**config.mk**
```make
export PLATFORM = sky130hd
export DESIGN_NAME = mix_single_column
export DESIGN_NICKNAME = d
export VERILOG_FILES = /design/src/rtl/mix_single_column.sv
export SDC_FILE = /design/constraint.sdc
export NUM_CORES = 1
export LEC_CHECK = 0
export BUFFER_PORTS_ARGS = -buffer_cell sky130_fd_sc_hd__buf_4
export CAP_MARGIN = 20
export CELL_PAD_IN_SITES_DETAIL_PLACEMENT = 0
export CELL_PAD_IN_SITES_GLOBAL_PLACEMENT = 1
export CORE_MARGIN = 2
export CORE_UTILIZATION = 48
export DETAILED_ROUTE_END_ITERATION = 8
export GPL_TIMING_DRIVEN = 0
export PLACE_DENSITY_LB_ADDON = 0.1
export SKIP_CTS_REPAIR_TIMING = 1
export SYNTH_ARGS = -nofsm -noshare
export SYNTH_HDL_FRONTEND = slang
export SYNTH_SLANG_ARGS = --single-unit
export TNS_END_PERCENT = 50
```
**constraint.sdc**
```tcl
create_clock -name clk -period 7.8 [get_ports clk]
set_clock_uncertainty 0.2 [all_clocks]
set_input_delay 1.56 -clock clk [delete_from_list [all_inputs] [get_ports clk]]
set_output_delay 1.56 -clock clk [all_outputs]
set_load 0.02 [all_outputs]
```
**src/rtl/mix_single_column.sv**
```systemverilog
// AES MixColumns / InvMixColumns on one 32-bit state column.
// Purely combinational GF(2^8) XOR/xtime datapath, registered once:
// one result per accepted input, one cycle of latency, no backpressure.
module mix_single_column #(
  parameter bit ENABLE_INV = 1'b1
) (
  input  logic        clk,
  input  logic        rst_n,
  input  logic        in_valid,
  input  logic        inv,
  input  logic [31:0] in_column,
  output logic        out_valid,
  output logic [31:0] out_column
);

  // Multiply by x in GF(2^8), reducing by x^8+x^4+x^3+x+1.
  function automatic logic [7:0] xtime(input logic [7:0] b);
    return {b[6:0], 1'b0} ^ (b[7] ? 8'h1b : 8'h00);
  endfunction

  // Forward matrix rows [02 03 01 01] rotated; 3*b is built as 2*b ^ b.
  function automatic logic [31:0] fwd_mix(input logic [31:0] col);
    logic [7:0] s [4];
    logic [7:0] m2 [4];
    logic [7:0] r [4];
    for (int i = 0; i < 4; i++) begin
      s[i]  = col[31-8*i -: 8];
      m2[i] = xtime(s[i]);
    end
    for (int i = 0; i < 4; i++) begin
      r[i] = m2[i] ^ m2[(i+1)%4] ^ s[(i+1)%4] ^ s[(i+2)%4] ^ s[(i+3)%4];
    end
    return {r[0], r[1], r[2], r[3]};
  endfunction

  // Inverse matrix rows [0E 0B 0D 09] rotated, composed from 2b, 4b, 8b.
  function automatic logic [31:0] inv_mix(input logic [31:0] col);
    logic [7:0] s [4];
    logic [7:0] m2 [4];
    logic [7:0] m4 [4];
    logic [7:0] m8 [4];
    logic [7:0] me [4];
    logic [7:0] mb [4];
    logic [7:0] md [4];
    logic [7:0] m9 [4];
    logic [7:0] r [4];
    for (int i = 0; i < 4; i++) begin
      s[i]  = col[31-8*i -: 8];
      m2[i] = xtime(s[i]);
      m4[i] = xtime(m2[i]);
      m8[i] = xtime(m4[i]);
      me[i] = m8[i] ^ m4[i] ^ m2[i];
      mb[i] = m8[i] ^ m2[i] ^ s[i];
      md[i] = m8[i] ^ m4[i] ^ s[i];
      m9[i] = m8[i] ^ s[i];
    end
    for (int i = 0; i < 4; i++) begin
      r[i] = me[i] ^ mb[(i+1)%4] ^ md[(i+2)%4] ^ m9[(i+3)%4];
    end
    return {r[0], r[1], r[2], r[3]};
  endfunction

  logic        out_valid_d, out_valid_q;
  logic [31:0] out_column_d, out_column_q;
  logic        use_inv;

  // When the inverse path is compiled out, inv is a don't-care.
  assign use_inv = ENABLE_INV && inv;

  // Next-state: load a new result on an accepted input, otherwise hold.
  always_comb begin
    // NOTE: every output of this block gets a default first so no path leaves it unassigned (no latch).
    out_valid_d  = in_valid;
    out_column_d = out_column_q;
    if (in_valid) begin
      out_column_d = use_inv ? inv_mix(in_column) : fwd_mix(in_column);
    end
  end

  // Output registers with synchronous active-low reset.
  always_ff @(posedge clk) begin
    // NOTE: sequential state uses non-blocking assignments so all flops update together at the edge.
    if (!rst_n) begin
      out_valid_q  <= 1'b0;
      out_column_q <= 32'h0000_0000;
    end else begin
      out_valid_q  <= out_valid_d;
      out_column_q <= out_column_d;
    end
  end

  assign out_valid  = out_valid_q;
  assign out_column = out_column_q;

endmodule

```
==> impl_metrics.csv <==
group,metric,value,unit
detailed_routing,drt-wirelength-per-cell,18.5,µm
sta,post-route-period-util,48.9,%
finish,syn2layout_area_growth,13.5,%
synth,synth_area,0.00397,mm²
place,postPlaceCellArea,0.00443,mm²
sta,slew_viol_final,0,
finish,drive_gt1_share,20.1,%
synth,ys_seq_elements,33,
critical_path,worstSetupEndpointType,"flip-flop",
detailed_routing,via_count,2695,
global_route,grt_first_pass_wirelength,15.8,mm
clock_network,clk_pin_slew,70,ps
sta,hold_violations,0,
sta,fin_crit,3810,ps
synth,synth_compound_area_share,8.35,%
finish,layout.cells.most_common,"xnor2_1",
global_route,grt-ovfl-total,0,
sta,rsz0062_at_grt,"no",
floorplanning,ioPinCount,69,
critical_path,ff2ff_setup_slack,6890,ps
clock_network,cts_buffer_depth,2,
power,p_switching,0.393,mW
power,p_comb_share,66.6,%
global_route,track_usage,24.1,%
floorplanning,rows,33,
synth,synth_top_family_by_area,"XOR/XNOR gates",
synth,yosysWarnings,0,
clock_network,cts_made_buffers,5,
detailed_routing,dr.pass1.iters,4,
sta,tightest_slew,991,ps
floorplanning,die_h,95.0,µm
power,power.density,221,mW/mm²
critical_path,cp_max_fo,7,
global_route,grt_pass1_vias,2711,
synth,synthAdderAreaFrac,0,%
synth,yosys-mux-area-fraction,1.04,%
sta,fin_tns_setup,0,ps
finish,fin_nets,478,
clock_network,clock_latency,280,ps
floorplanning,initial_core_util,48.8,%
sta,setup_violations,0,
clock_network,root_buffer,"clkbuf_8",
synth,syn-num-nets,428,
detailed_routing,wirelength,10.1,mm
global_route,antenna_found_initial,0,
finish,design_area,0.00451,mm²
place,dp_hpwl,8.33,mm
finish,antenna_cells,0,
synth,synthDistinctLibCells,32,
power,switching_share,39.4,%
clock_network,cts.sink_count,33,
global_route,grt_max_degree,11,
power,p_leak,1.99,nW
detailed_routing,routed_via_density,4.92,
place,port_buffers,43,
detailed_routing,drtIter0Drc,128,
floorplanning,core_area,0.00813,mm²
power,p_seq_share,21.1,%
critical_path,cp.required,7760,ps
synth,synth.avg_cell_area,10.1,µm²
finish,final_cell_mix,"125 x xnor2_1, 46 x buf_4, 35 x xor2_1",
sta,max_freq,0.262,GHz
detailed_routing,route.detailed.drc,0,
floorplanning,die_w,95.0,µm
synth,synth-xor-area-share,62.9,%
power,vdd_ir_drop_max,0.0988,mV
detailed_routing,drtAntennaViolNets,0,
place,gp_congestion,0.866,
run,cap_viol_max_count,0,
critical_path,crit_arrival,3770,ps
sta,relSlewSlack,33.5,%
power,p_int,0.605,mW
worst_hold_path,hold_class,"reg -> reg",
clock_network,htreeDepth,2,
clock_network,cts_tree,"built",
floorplanning,die-area,0.00902,mm²
synth,yosysSeqAreaShare,16.6,%
synth,synthCells,392,
critical_path,worstSetupPathType,"in -> reg",
synth,yosys.area_share.simple,4.79,%
power,clkPwrFrac,12.3,%
critical_path,cp-start-kind,"primary input",
outcome,run_status,"finished, final reports clean",
## registers in the layout, summed over array words and instances, names as in the netlist
signal / cells
out_column: 32
out_valid: 1
## cells in the mapped netlist
master,n,share of area (%)
xor2_2,3,1.2
xnor3_2,2,1.2
mux2_2,1,0.28
dlygate4sd1_1,1,0.22
mux2i_1,3,0.76
xnor3_1,30,17
clkbuf_8,2,0.69
nand2b_1,2,0.32
xor3_1,7,4.2
nand2_1,12,1.1
nor2_1,31,2.9
o21ai_2,1,0.22
a21oi_1,17,2.1
buf_6,5,1.4
xnor2_1,125,28
xor2_4,1,0.69
and3_1,1,0.16
buf_4,3,0.57
xor2_1,35,7.7
inv_1,4,0.38
a211oi_1,17,3.2
xnor2_2,5,2.0
a21o_1,1,0.19
clkbuf_1,13,1.2
dfxtp_1,33,17
clkbuf_2,1,0.13
xor3_2,2,1.3
nor3_1,1,0.13
o21ai_0,17,2.1
buf_2,13,1.6
a311oi_1,2,0.44
nand3_1,1,0.13
## cell families (layout without fill, tap and decap cells)
kind of cell,after synthesis,in the layout
AOI/OAI and AO/OA,55,55
xor gates and xnor gates,210,210
DFF,33,33
and+or+nand+nor,48,48
buffers and inverters,42,93
muxes,4,4
## through the flow
stage | total power [mW] | setup WS, ps | hold slack, ps | utilization, % | cells
after floorplan | 0.721 | 4210 | 335 | - | 392
after global placement | 0.872 | 3700 | 238 | 54.4 | 540
after detailed placement | 0.876 | 3750 | 254 | 54.4 | 540
after CTS | 1.00 | 4050 | 270 | 55.4 | 548
after global routing | 1.06 | 3900 | 293 | 55.4 | 548
final | 0.998 | 3990 | 263 | 55.4 | 548
## cell type report
| type | instances | area [µm²] |
|---|---|---|
| fillers | 765 | 3630 |
| well taps | 105 | 131 |
| clock buffers | 6 | 72.6 |
| multi-input cells | 317 | 3060 |
| repair buffers | 43 | 323 |
| clock inverters | 2 | 10.0 |
| flip-flops and latches | 33 | 661 |
| inverters | 4 | 15.0 |
| plain buffers | 38 | 234 |
## critical path, cell delays in order
cell,delay (ps)
buf_4,170
xor2_1,690
xor3_1,500
xnor2_1,200
xnor3_1,230
mux2i_1,300
a21oi_1,120
## worst paths after layout
kind,cells after the start,endpoint,startpoint
min,2,out_column[9]$_SDFFE_PN0P_,out_column[9]$_SDFFE_PN0P_
min reg2reg,2,out_column[9]$_SDFFE_PN0P_,out_column[9]$_SDFFE_PN0P_
max,7,out_column[4]$_SDFFE_PN0P_,in_column[7]
max reg2reg,2,out_column[6]$_SDFFE_PN0P_,out_column[6]$_SDFFE_PN0P_
## routing by layer
layer  track usage [%]  part of all wire (%)  up-vias  wire, µm
li1                  -                     -     1364         -
met1              34.8                    47     1235      4710
met2              39.1                    46       88      4650
met3              1.76                   6.2        8       631
met4              6.52                   1.4        0       137
met5                 0                     0        -         0
## power groups by stage
stage,logic [mW],registers (mW),clock network (mW)
after global placement,0.658,0.214,0
after detailed placement,0.661,0.215,0
final,0.664,0.211,0.123
after CTS,0.665,0.211,0.125
after floorplan,0.474,0.247,0
after global routing,0.711,0.214,0.133
Power figures use the tool's default switching activity.
